File: src/rtl/mem_access_unit_pkg.sv
// Shared definitions for the MEM-stage data-memory access unit:
// RV32 load/store width codes, FSM state encoding and alignment helpers.
package mem_access_unit_pkg;

  localparam logic [2:0] F3_B  = 3'b000;
  localparam logic [2:0] F3_H  = 3'b001;
  localparam logic [2:0] F3_W  = 3'b010;
  localparam logic [2:0] F3_BU = 3'b100;
  localparam logic [2:0] F3_HU = 3'b101;

  typedef enum logic [1:0] {
    ST_IDLE = 2'd0,
    ST_REQ  = 2'd1,
    ST_WAIT = 2'd2
  } state_e;

  // Byte offset forced to the natural alignment of the access size.
  function automatic logic [1:0] align_offset(input logic [2:0] f3, input logic [1:0] a);
    logic [1:0] off;
    case (f3[1:0])
      2'b00:   off = a;
      2'b01:   off = {a[1], 1'b0};
      default: off = 2'b00;
    endcase
    return off;
  endfunction

  function automatic logic is_misaligned(input logic [2:0] f3, input logic [1:0] a);
    logic mis;
    case (f3[1:0])
      2'b00:   mis = 1'b0;
      2'b01:   mis = a[0];
      default: mis = |a;
    endcase
    return mis;
  endfunction

endpackage

File: src/rtl/mem_access_unit_load_extend.sv
// Combinational load-data alignment and sign/zero extension; shared with the
// forwarding path so both see identical load results.
module mem_access_unit_load_extend
  import mem_access_unit_pkg::*;
#(
  parameter int DATA_WIDTH = 32
) (
  input  logic [DATA_WIDTH-1:0] rdata,
  input  logic [1:0]            offset,
  input  logic [2:0]            funct3,
  output logic [DATA_WIDTH-1:0] ext
);

  logic [DATA_WIDTH-1:0] shifted;

  always_comb begin
    shifted = rdata >> {offset, 3'b000};
    case (funct3)
      F3_B:    ext = {{(DATA_WIDTH-8){shifted[7]}}, shifted[7:0]};
      F3_H:    ext = {{(DATA_WIDTH-16){shifted[15]}}, shifted[15:0]};
      F3_BU:   ext = {{(DATA_WIDTH-8){1'b0}}, shifted[7:0]};
      F3_HU:   ext = {{(DATA_WIDTH-16){1'b0}}, shifted[15:0]};
      default: ext = shifted;
    endcase
  end

endmodule

File: src/rtl/mem_access_unit.sv
// MEM-stage data-memory access unit: req/gnt/rvalid bus master with lane
// alignment, load extension and pipeline stall. MEM_MISALIGN_TRAP_EN enables the misalignment trap.
module mem_access_unit
  import mem_access_unit_pkg::*;
#(
  parameter int DATA_WIDTH = 32,
  parameter int ADDR_WIDTH = 32
) (
  input  logic                  clk,
  input  logic                  rst,
  input  logic                  mem_memread,
  input  logic                  mem_memwrite,
  input  logic [2:0]            mem_funct3,
  input  logic [DATA_WIDTH-1:0] mem_alu_result,
  input  logic [DATA_WIDTH-1:0] mem_writedata,
  output logic                  dmem_req,
  output logic                  dmem_we,
  output logic [ADDR_WIDTH-1:0] dmem_addr,
  output logic [3:0]            dmem_be,
  output logic [DATA_WIDTH-1:0] dmem_wdata,
  input  logic                  dmem_gnt,
  input  logic                  dmem_rvalid,
  input  logic [DATA_WIDTH-1:0] dmem_rdata,
  output logic [DATA_WIDTH-1:0] mem_load_data,
  output logic                  mem_stall,
  output logic                  mem_misalign
);

  state_e                state_q, state_d;
  logic [ADDR_WIDTH-1:0] addr_q, addr_d;
  logic [3:0]            be_q, be_d;
  logic [DATA_WIDTH-1:0] wdata_q, wdata_d;
  logic                  we_q, we_d;
  logic [2:0]            funct3_q, funct3_d;
  logic [1:0]            offset_q, offset_d;
  logic [DATA_WIDTH-1:0] load_hold_q, load_hold_d;

  logic                  access;
  logic                  is_load;
  logic                  misalign;
  logic                  issue;
  logic [1:0]            offset_in;
  logic [ADDR_WIDTH-1:0] addr_in;
  logic [3:0]            be_in;
  logic [DATA_WIDTH-1:0] wdata_in;
  logic [DATA_WIDTH-1:0] ext_data;

  // Gating with rst keeps req/stall low while reset is held even if EX/MEM still shows an access.
  assign access    = (mem_memread | mem_memwrite) & ~rst;
  assign is_load   = mem_memread;
  assign offset_in = align_offset(mem_funct3, mem_alu_result[1:0]);
  assign addr_in   = {mem_alu_result[ADDR_WIDTH-1:2], 2'b00};

`ifdef MEM_MISALIGN_TRAP_EN
  assign misalign = access & (state_q == ST_IDLE) &
                    is_misaligned(mem_funct3, mem_alu_result[1:0]);
`else
  assign misalign = 1'b0;
`endif

  assign issue        = access & ~misalign;
  assign mem_misalign = misalign;

  always_comb begin
    be_in    = 4'b1111;
    wdata_in = mem_writedata;
    case (mem_funct3[1:0])
      2'b00: begin
        be_in    = 4'b0001 << offset_in;
        wdata_in = {4{mem_writedata[7:0]}};
      end
      2'b01: begin
        be_in    = 4'b0011 << offset_in;
        wdata_in = {2{mem_writedata[15:0]}};
      end
      default: ;
    endcase
  end

  mem_access_unit_load_extend #(
    .DATA_WIDTH(DATA_WIDTH)
  ) u_load_extend (
    .rdata  (dmem_rdata),
    .offset (offset_q),
    .funct3 (funct3_q),
    .ext    (ext_data)
  );

  always_comb begin
    state_d       = state_q;
    addr_d        = addr_q;
    be_d          = be_q;
    wdata_d       = wdata_q;
    we_d          = we_q;
    funct3_d      = funct3_q;
    offset_d      = offset_q;
    load_hold_d   = load_hold_q;
    dmem_req      = 1'b0;
    dmem_we       = 1'b0;
    dmem_addr     = '0;
    dmem_be       = '0;
    dmem_wdata    = '0;
    mem_stall     = 1'b0;
    mem_load_data = misalign ? '0 : load_hold_q;
    case (state_q)
      ST_IDLE: begin
        if (issue) begin
          dmem_req   = 1'b1;
          dmem_we    = ~is_load;
          dmem_addr  = addr_in;
          dmem_be    = be_in;
          dmem_wdata = wdata_in;
          mem_stall  = ~(~is_load & dmem_gnt);
          addr_d     = addr_in;
          be_d       = be_in;
          wdata_d    = wdata_in;
          we_d       = ~is_load;
          funct3_d   = mem_funct3;
          offset_d   = offset_in;
          if (is_load) state_d = dmem_gnt ? ST_WAIT : ST_REQ;
          else         state_d = dmem_gnt ? ST_IDLE : ST_REQ;
        end
      end
      ST_REQ: begin
        dmem_req   = 1'b1;
        dmem_we    = we_q;
        dmem_addr  = addr_q;
        dmem_be    = be_q;
        dmem_wdata = wdata_q;
        mem_stall  = ~(we_q & dmem_gnt);
        if (dmem_gnt) state_d = we_q ? ST_IDLE : ST_WAIT;
      end
      ST_WAIT: begin
        mem_stall = ~dmem_rvalid;
        if (dmem_rvalid) begin
          mem_load_data = ext_data;
          load_hold_d   = ext_data;
          state_d       = ST_IDLE;
        end
      end
      default: state_d = ST_IDLE;
    endcase
  end

  always_ff @(posedge clk or posedge rst) begin
    if (rst) begin
      state_q     <= ST_IDLE;
      load_hold_q <= '0;
    end else begin
      state_q     <= state_d;
      load_hold_q <= load_hold_d;
    end
  end

  // Request attributes are only observed outside IDLE, after being loaded, so they need no reset.
  always_ff @(posedge clk) begin
    addr_q   <= addr_d;
    be_q     <= be_d;
    wdata_q  <= wdata_d;
    we_q     <= we_d;
    funct3_q <= funct3_d;
    offset_q <= offset_d;
  end

endmodule
File: config.mk
export PLATFORM = sky130hd
export DESIGN_NAME = mem_access_unit
export DESIGN_NICKNAME = d
export VERILOG_FILES = /design/src/rtl/mem_access_unit_pkg.sv /design/src/rtl/mem_access_unit_load_extend.sv /design/src/rtl/mem_access_unit.sv
export SDC_FILE = /design/constraint.sdc
export NUM_CORES = 1
export LEC_CHECK = 0
export BUFFER_PORTS_ARGS = -buffer_cell sky130_fd_sc_hd__buf_2
export CORE_ASPECT_RATIO = 1.4
export CORE_UTILIZATION = 52
export CTS_CLUSTER_DIAMETER = 30
export DETAILED_ROUTE_END_ITERATION = 7
export GPL_TIMING_DRIVEN = 0
export PLACE_DENSITY = 0.85
export SYNTH_ARGS = -nofsm -noshare
export SYNTH_HDL_FRONTEND = slang
export SYNTH_SLANG_ARGS = --single-unit
File: constraint.sdc
create_clock -name clk -period 4.1 [get_ports clk]
set_input_delay 0.615 -clock clk [delete_from_list [all_inputs] [get_ports clk]]
set_output_delay 0.615 -clock clk [all_outputs]
set_load 0.005 [all_outputs]
==> impl_metrics.py, run 1 <==
metrics = {
    "status": {
        "status": "finished clean",
    },
    "global_route": {
        "grtUsageTotal_pct": 27.5,
        "grt_max_degree": 82,
        "grt_pass1_vias": 4460,
        "grt_pass1_wl_um": 22000,
        "antenna_found_initial": 2,
        "overflow": 0,
    },
    "hold_path": {
        "hp-class": "primary input to async pin",
    },
    "synthesis": {
        "avgSynthCellArea_um2": 12.3,
        "synth_top_family_by_area": "compound AO/OA/AOI/OAI gates",
        "ys_async_sr_fraction_pct": 32.1,
        "synth-seq-cells": 106,
        "synthCells": 419,
        "synth-simple-area-share_pct": 8.68,
        "synthFlopType": "edfxtp_1",
        "synth-edff-count": 72,
        "synth_xor_area_share_pct": 0,
        "synth_mux_area_share_pct": 10.7,
        "synthTopCellsByArea": "edfxtp_1, dfrtp_1, a22o_1",
        "yosysSeqAreaShare_pct": 58.5,
        "yosysTopAreaCellShare_pct": 42.0,
        "synth_compound_area_share_pct": 18.5,
        "syn_area_um2": 5150,
        "synth.distinct_cells": 36,
        "synth_fa_ha_area_share_pct": 0,
        "yosysTopAreaCell": "edfxtp_1",
        "yosysWarnings": 0,
    },
    "timing": {
        "setup_viol": 0,
        "hold_violations": 0,
        "tightest_slew_ps": 974,
        "slew_violations": 0,
        "max_freq_mhz": 284,
        "fin_setup_tns_ps": 0,
        "timing.hold.ws_ps": 418,
        "timing.final.crit_share_pct": 85.8,
        "relSlewSlack_pct": 35.1,
        "finalCriticalPeriod_ps": 3520,
        "finClkSkew_ps": 7.64,
        "rsz0062_at_grt": "no",
    },
    "critical_path": {
        "cp.required_ps": 3480,
        "crit_type": "flop to output pin",
        "endpoint_kind": "output pin",
        "worst-path-max-fanout": 81,
        "arrival_ps": 2900,
        "crit_path_start_kind": "flop",
        "r2r_slack_ps": 1530,
    },
    "clock_network": {
        "clk_latency_ps": 330,
        "cts_buffers": 9,
        "cts_buffer_depth": 2,
        "postCtsSetupRepairBufs": 0,
        "ctsHoldBuffers": 0,
        "tritoncts": "yes",
        "clk_pin_slew_ps": 70,
        "cts_root_buf": "clkbuf_16",
        "htreeDepth": 3,
        "ctsResizeCount": 0,
        "clkSinkCount": 106,
    },
    "drt": {
        "antenna_left": 0,
        "firstDrtPassIters": 5,
        "wl_per_cell_um": 18.1,
        "drc": 0,
        "routed_wirelength_um": 14000,
        "vias": 4341,
        "avgViaCountPerCell": 5.60,
        "drt_iter0_markers": 258,
    },
    "final_layout": {
        "areaGrowthSynthToFinish_pct": 29.2,
        "drive_above_1_share_pct": 40.7,
        "multiInputGateArea_um2": 1960,
        "seq_area_um2": 3010,
        "fillers": 707,
        "mostFrequentLayoutCell": "buf_2",
        "final_nets": 742,
        "most-common-layout-cells": "buf_2, edfxtp_1, a22o_1",
    },
    "die": {
        "rows": 42,
        "dieHeight_um": 120,
        "io_pins": 209,
        "coreArea_um2": 9510,
        "die_w_um": 86.1,
        "start_util_pct": 54.1,
        "dieArea_um2": 10300,
    },
    "placed_design": {
        "dp_hpwl_um": 10600,
        "gp_congestion": 0.896,
        "io_buffer_count": 205,
    },
    "power_and_ir_drop": {
        "power_leakage_nw": 3.07,
        "p_per_area_nw_per_um2": 461,
        "peakVddDrop_mv": 0.296,
    },
    "job": {
        "drv_cap": 0,
    },
}
## where the power goes
part           switching [mW]  internal [mW]  leakage, nW
sequential             0.0573           1.35         1.11
combinational           0.430          0.368         1.82
clock                   0.390          0.477        0.140
## state kept, by name, summed over array words and instances, names as in the netlist
register / count
load_hold_q: 32
wdata_q: 32
addr_q: 30
be_q: 4
funct3_q: 3
offset_q: 2
state_q: 2
we_q: 1
## metal layers
metal	track usage (%)	part of all wire [%]	vias to the layer above
met2	46.5	50	218
li1	-	-	2040
met4	10.2	2.3	2
met1	32.9	39	2056
met3	8.32	8.9	25
met5	0	0.12	-
## area by class of cell
type	count	share of cell area, %
antenna	1	0.0376
inverter	4	0.226
timing repair buffer	205	15.4
buffer	35	2.48
sequential	106	45.3
clock inverter	7	1.13
multi-input combinational	276	29.5
clock buffer	9	3.39
tap	132	2.48
## synth_stat cells, drive strengths merged (2+ instances only)
library cell   n
mux2          24
a21oi         18
or2            3
nand2b         4
mux2i         26
dfrtp         34
nand3         15
o311ai         2
inv            4
a22o          67
nor2          28
edfxtp        72
nand3b         2
nand2         25
o21ai         25
clkbuf        18
nor2b          4
and3           2
a221o          8
nor3           3
buf           17
and2           9
## worst max-delay path: stages (launching register included)
cell,delay (ps)
dfrtp_1,430
nor2_1,190
o21ai_0,110
nor2_1,290
buf_2,320
buf_4,790
a22o_1,260
buf_2,120
## cell families (layout without fill, tap and decap cells)
family / count (synthesis) / count (layout)
other cells: 1 / 4
flops: 106 / 106
mux: 51 / 51
simple gates: 95 / 95
buf+inv: 39 / 260
compound gates: 127 / 127
## worst paths after layout
| check | from | endpoint | depth (start not counted) |
|---|---|---|---|
| max in group asynchronous | rst | load_hold_q[8] | 2 |
| setup reg to reg | state_q[1] | addr_q[2] | 5 |
| hold / removal | rst | load_hold_q[6] | 2 |
| setup / recovery | state_q[1] | dmem_wdata[25] | 7 |
| min in group clk | mem_funct3[2] | funct3_q[2] | 1 |
| hold reg to reg | load_hold_q[5] | load_hold_q[5] | 2 |
## per-stage QoR
step | power [mW] | util [%] | area, um2 | cells | worst slack (ps)
finish | 3.07 | 69.9 | 6650 | 775 | 583
global route | 3.22 | 69.9 | 6650 | 774 | 328
CTS | 3.08 | 69.9 | 6650 | 774 | 568
detailed placement | 2.22 | 66.7 | 6350 | 758 | 671
global placement | 2.20 | 66.7 | 6340 | 758 | 168
floorplan | 1.84 | - | 5150 | 421 | 984
Power figures use the tool's default switching activity.
==> inputs of run 2 (changes only) <==
- CORE_UTILIZATION: 52 -> 54
- PLACE_DENSITY: 0.85 -> 0.87
- SYNTH_HIERARCHICAL: unset -> 1
==> impl_metrics.py, run 2 <==
metrics = {
    "critical_path": {
        "crit_type": "flop to output pin",
        "worst-path-max-fanout": 9,
        "cp.required_ps": 3480,
        "arrival_ps": 2380,
        "endpoint_kind": "output pin",
        "crit_path_start_kind": "flop",
    },
    "synthesis": {
        "yosysTopAreaCellShare_pct": 38.9,
        "synth-edff-count": 72,
        "synth_common_cells": "edfxtp_1, a22o_1, dfrtp_1",
        "ys_async_sr_fraction_pct": 32.1,
        "avgSynthCellArea_um2": 12.8,
        "yosysTopAreaCell": "edfxtp_1",
        "synth-seq-cells": 106,
        "synthCells": 435,
        "syn_area_um2": 5550,
        "synthTopCellsByArea": "edfxtp_1, dfrtp_1, a22o_1",
        "yosysMostFrequentCell": "edfxtp_1",
        "yosysSeqAreaShare_pct": 54.2,
        "synth.distinct_cells": 41,
        "yosysWarnings": 6,
        "synthFlopType": "edfxtp_1",
    },
    "clock_network": {
        "clk_pin_slew_ps": 70,
        "cts_buffer_depth": 2,
        "htreeDepth": 3,
        "ctsResizeCount": 0,
        "clk_latency_ps": 340,
        "postCtsSetupRepairBufs": 0,
        "tritoncts": "yes",
        "cts_buffers": 9,
        "clkSinkCount": 106,
        "ctsHoldBuffers": 0,
        "cts_root_buf": "clkbuf_16",
    },
    "power_and_ir_drop": {
        "power_leakage_nw": 3.28,
        "peakVddDrop_mv": 0.339,
        "p_per_area_nw_per_um2": 468,
    },
    "drt": {
        "drt_iter0_markers": 167,
        "vias": 4558,
        "drc": 0,
        "wl_per_cell_um": 18.5,
        "firstDrtPassIters": 4,
        "antenna_left": 0,
        "routed_wirelength_um": 14700,
        "avgViaCountPerCell": 5.75,
    },
    "final_layout": {
        "most-common-layout-cells": "buf_2, edfxtp_1, a22o_1",
        "final_core_util_pct": 71.4,
        "drive_above_1_share_pct": 43.3,
        "areaGrowthSynthToFinish_pct": 27.9,
        "final_area_um2": 7110,
        "n_antenna_cell": 0,
        "mostFrequentLayoutCell": "buf_2",
        "final_nets": 758,
        "top_regs": "load_hold_q x32, wdata_q x32, addr_q x30",
    },
    "timing": {
        "setup_viol": 0,
        "fin_setup_tns_ps": 0,
        "max_freq_mhz": 334,
        "finalCriticalPeriod_ps": 2990,
        "rsz0062_at_grt": "no",
        "timing.hold.ws_ps": 398,
        "finClkSkew_ps": 8.19,
        "relSlewSlack_pct": 52.2,
        "tightest_slew_ps": 716,
        "hold_violations": 0,
        "slew_violations": 0,
        "timing.final.crit_share_pct": 73.0,
    },
    "placed_design": {
        "gp_congestion": 0.871,
        "place_area_um2": 6760,
        "dp_hpwl_um": 11000,
        "io_buffer_count": 205,
    },
    "die": {
        "dieArea_um2": 10700,
        "dieHeight_um": 122,
        "start_util_pct": 55.8,
        "rows": 43,
        "die_w_um": 87.7,
        "io_pins": 209,
        "coreArea_um2": 9950,
    },
    "global_route": {
        "grtUsageTotal_pct": 27.4,
        "grt_max_degree": 82,
        "overflow": 0,
        "grt_pass1_wl_um": 22200,
        "antenna_found_initial": 0,
        "grt_pass1_vias": 4577,
    },
    "job": {
        "drv_cap": 0,
    },
    "hold_path": {
        "hp-class": "primary input to async pin",
    },
    "status": {
        "status": "finished clean",
    },
}
[run 2: changes by cell type after synthesis, sizes merged, moves of 5 or more]
| cell | change |
|---|---|
| buf | +15 |
| a21oi | -9 |
| and2 | -8 |
| o21ai | -8 |
| clkbuf | -13 |
| nand3 | -5 |
| nor2b | +21 |
| mux2 | +24 |
| mux2i | -6 |
| a211oi | +22 |
| a22o | -8 |
| nand2b | +8 |
| a221o | -8 |
[run 2: final cells by class]
| class | instances | area [um2] |
|---|---|---|
| tap | 135 | 169 |
| timing repair buffer | 205 | 1030 |
| clock buffer | 9 | 225 |
| multi-input combinational | 288 | 2210 |
| buffer | 37 | 315 |
| clock inverter | 7 | 124 |
| inverter | 6 | 22.5 |
| sequential | 106 | 3010 |
| fill | 692 | 2850 |
[run 2: cell families (layout without fill, tap and decap cells)]
logic type             count (synthesis)  in the layout  share of synthesized area (%)
AOI/OAI and AO/OA                    118            118                           16.6
buffers and inverters                 43            264                           6.08
DFF                                  106            106                           54.2
muxes                                 68             68                           13.3
other                                  1              3                         0.0675
and+or+nand+nor                       99             99                           9.62
[run 2: stage by stage]
step	instances	setup WS [ps]	total power, mW
after floorplan	437	1680	1.92
final	793	1110	3.32
after detailed placement	777	1220	2.35
after global placement	777	1250	2.31
after CTS	793	1110	3.35
after global routing	793	1020	3.47
[run 2: path summary, 6_finish.rpt]
path,from,to,slack (ps),depth (start not counted)
worst max-delay path,funct3_q[0],mem_load_data[8],1110,5
worst min-delay path,rst,load_hold_q[31],400,2
worst max register to register,funct3_q[0],load_hold_q[8],2080,4
worst min register to register,load_hold_q[7],load_hold_q[7],490,1
max in group asynchronous,rst,load_hold_q[7],3230,2
min in group clk,mem_funct3[2],funct3_q[2],450,1
[run 2: where the power goes]
| part | internal [mW] | switching, mW | total, mW |
|---|---|---|---|
| Clock | 0.603 | 0.392 | 0.996 |
| Sequential | 1.36 | 0.0530 | 1.41 |
| Combinational | 0.437 | 0.475 | 0.912 |
[run 2: critical path, stage by stage (launching register included)]
cell and delay [ps]:
edfxtp_1 460, nor2_1 510, a21boi_2 480, nor2_1 120, mux2_1 320, buf_2 140
[run 2: layer usage]
layer	vias to the layer above	global-route usage (%)	wire length [um]
met3	39	7.18	1080
met1	2221	29.1	5370
met4	0	14.5	548
met2	217	48.8	7700
li1	2081	-	-
met5	-	0	0
==> inputs of run 3 (changes only) <==
- ABC_AREA: unset -> 1
- CORE_UTILIZATION: 54 -> 50
- PLACE_DENSITY: 0.87 -> 0.8
- clock period: 4.1 -> 3 ns (I/O delays scaled with it)
==> impl_metrics.py, run 3 <==
metrics = {
    "drt": {
        "firstDrtPassIters": 4,
        "avgViaCountPerCell": 5.15,
        "drt_iter0_markers": 282,
        "drc": 0,
        "routed_wirelength_um": 16000,
        "vias": 5548,
        "wl_per_cell_um": 14.8,
        "antenna_left": 0,
    },
    "final_layout": {
        "n_antenna_cell": 0,
        "areaGrowthSynthToFinish_pct": 26.2,
        "fillers": 1012,
        "multiInputGateArea_um2": 2310,
        "final_nets": 1033,
        "drive_above_1_share_pct": 32.4,
        "top_regs": "load_hold_q x32, wdata_q x32, addr_q x30",
        "most-common-layout-cells": "nand2_1, buf_2, edfxtp_1",
        "mostFrequentLayoutCell": "nand2_1",
        "seq_area_um2": 3010,
    },
    "synthesis": {
        "syn_area_um2": 5860,
        "yosysSeqAreaShare_pct": 51.4,
        "yosysTopAreaCell": "edfxtp_1",
        "synth_common_cells": "nand2_1, edfxtp_1, inv_1",
        "yosysWarnings": 6,
        "ys_async_sr_fraction_pct": 32.1,
        "synth.distinct_cells": 30,
        "yosysTopAreaCellShare_pct": 36.9,
        "synth-seq-cells": 106,
        "synthFlopType": "edfxtp_1",
        "yosysMostFrequentCell": "nand2_1",
        "synthTopCellsByArea": "edfxtp_1, nand2_1, dfrtp_1",
        "synthCells": 710,
        "synth-edff-count": 72,
        "avgSynthCellArea_um2": 8.25,
    },
    "critical_path": {
        "worst-path-max-fanout": 81,
        "crit_type": "flop to output pin",
        "r2r_slack_ps": 1090,
        "r2r_cells": 4,
        "cpPeakStageDelay_ps": 560,
        "crit_family": "buffers and inverters",
        "arrival_ps": 2210,
        "crit_start": "state_q[1]",
        "slowest_stage": "buf_6",
        "reg2reg_to": "wdata_q[26]",
        "path_cells": "nor2_2, nand3_2, inv_4, buf_6, nand2_1, nand2_1, buf_2",
        "worst_r2r_startpoint": "state_q[1]",
        "critPathBufInv": 3,
        "cp.required_ps": 2550,
        "endpoint_kind": "output pin",
        "crit_path_start_kind": "flop",
        "cp_common_cell": "nand2_1",
    },
    "clock_network": {
        "cts_buffer_depth": 2,
        "cts_buffers": 9,
        "clk_pin_slew_ps": 80,
        "htreeDepth": 3,
        "clk_latency_ps": 350,
        "postCtsSetupRepairBufs": 0,
        "cts_root_buf": "clkbuf_16",
        "tritoncts": "yes",
        "clkSinkCount": 106,
    },
    "timing": {
        "timing.hold.ws_ps": 123,
        "max_freq_mhz": 376,
        "setup_viol": 0,
        "slew_violations": 0,
        "timing.final.crit_share_pct": 88.7,
        "hold_violations": 0,
        "fin_setup_tns_ps": 0,
        "rsz0062_at_grt": "no",
        "finClkSkew_ps": 11.8,
        "relSlewSlack_pct": 48.8,
        "finalCriticalPeriod_ps": 2660,
        "tightest_slew_ps": 763,
    },
    "die": {
        "rows": 46,
        "dieArea_um2": 12200,
        "io_pins": 209,
        "start_util_pct": 51.4,
        "dieHeight_um": 130,
        "die_w_um": 93.5,
        "coreArea_um2": 11400,
    },
    "placed_design": {
        "io_buffer_count": 204,
        "gp_congestion": 0.980,
        "dp_hpwl_um": 12100,
    },
    "global_route": {
        "grt_pass1_wl_um": 25000,
        "antenna_found_initial": 0,
        "grt_max_degree": 82,
        "grt_pass1_vias": 5369,
        "overflow": 0,
        "grtUsageTotal_pct": 26.6,
    },
    "power_and_ir_drop": {
        "p_per_area_nw_per_um2": 711,
        "peakVddDrop_mv": 0.508,
        "power_leakage_nw": 4.00,
    },
    "hold_path": {
        "hp-class": "primary input to async pin",
    },
    "job": {
        "drv_cap": 0,
    },
    "status": {
        "status": "finished clean",
    },
}
==> run 3: changes by cell type in the layout (fill, tap and decap cells not counted), sizes merged, moves of 7 or more <==
cell    before  now
a211oi      22    0
a22o        59    0
a22oi        0    7
buf        237  244
inv          8   58
mux2        48    0
mux2i       20    0
nand2       24  323
nand2b      12    0
nand3       10   67
nor2        24   37
nor2b       25    0
o211ai       1   14
o21ai       17   41
==> run 3: metal layers <==
metal	up-vias	wire length, um	global-route usage, %
li1	2727	-	-
met1	2520	5900	29.7
met2	261	8180	47.4
met3	40	1370	6.59
met4	0	520	12.4
met5	-	0	0
==> run 3: cells by family (layout without fill, tap and decap cells) <==
group           after synthesis  after routing  share of synthesized area (%)
flops                       106            106                           51.4
buf+inv                      99            320                           9.22
simple gates                430            430                           32.0
compound gates               74             74                           7.32
other cells                   1              3                         0.0640
==> run 3: timing repair <==
item | 4_1_cts | 5_1_grt
hold buffers | 0 | 0
gates cloned | 0 | 1
resized for setup | 1 | 0
setup endpoints to repair | 9 | 9
==> run 3: final cells by class <==
type                    count  area share, %
plain buffers              44           4.35
well taps                 144           2.44
flip-flops and latches    106           40.7
clock buffers               9           3.05
inverters                  55           3.01
repair buffers            204           13.8
repair inverters            1         0.0677
clock inverters             7           1.25
multi-input cells         507           31.3
==> run 3: how the worst max path moves through the flow <==
stage | end | slack, ps | depth (start not counted)
2_1_floorplan | dmem_addr[22] | 330 | 6
3_3_place_gp | dmem_addr[30] | -380 | 8
3_5_place_dp | dmem_addr[30] | -490 | 8
4_1_cts | dmem_addr[30] | 80 | 8
5_1_grt | dmem_addr[30] | 170 | 7
6_report | dmem_addr[30] | 340 | 7
==> run 3: power by group <==
group	internal, mW	switching, mW
logic	0.766	1.17
registers	1.95	0.104
clock network	0.674	0.588
==> run 3: per-stage QoR <==
stage | power [mW] | utilization, % | instance area [um2] | cells | setup WS, ps
final | 5.26 | 64.9 | 7390 | 1077 | 339
after global routing | 5.59 | 64.9 | 7390 | 1077 | 172
after CTS | 5.29 | 64.8 | 7390 | 1076 | 75.6
after detailed placement | 4.03 | 62.0 | 7070 | 1060 | -486
after global placement | 3.99 | 62.0 | 7070 | 1060 | -380
after floorplan | 3.19 | - | 5870 | 712 | 328
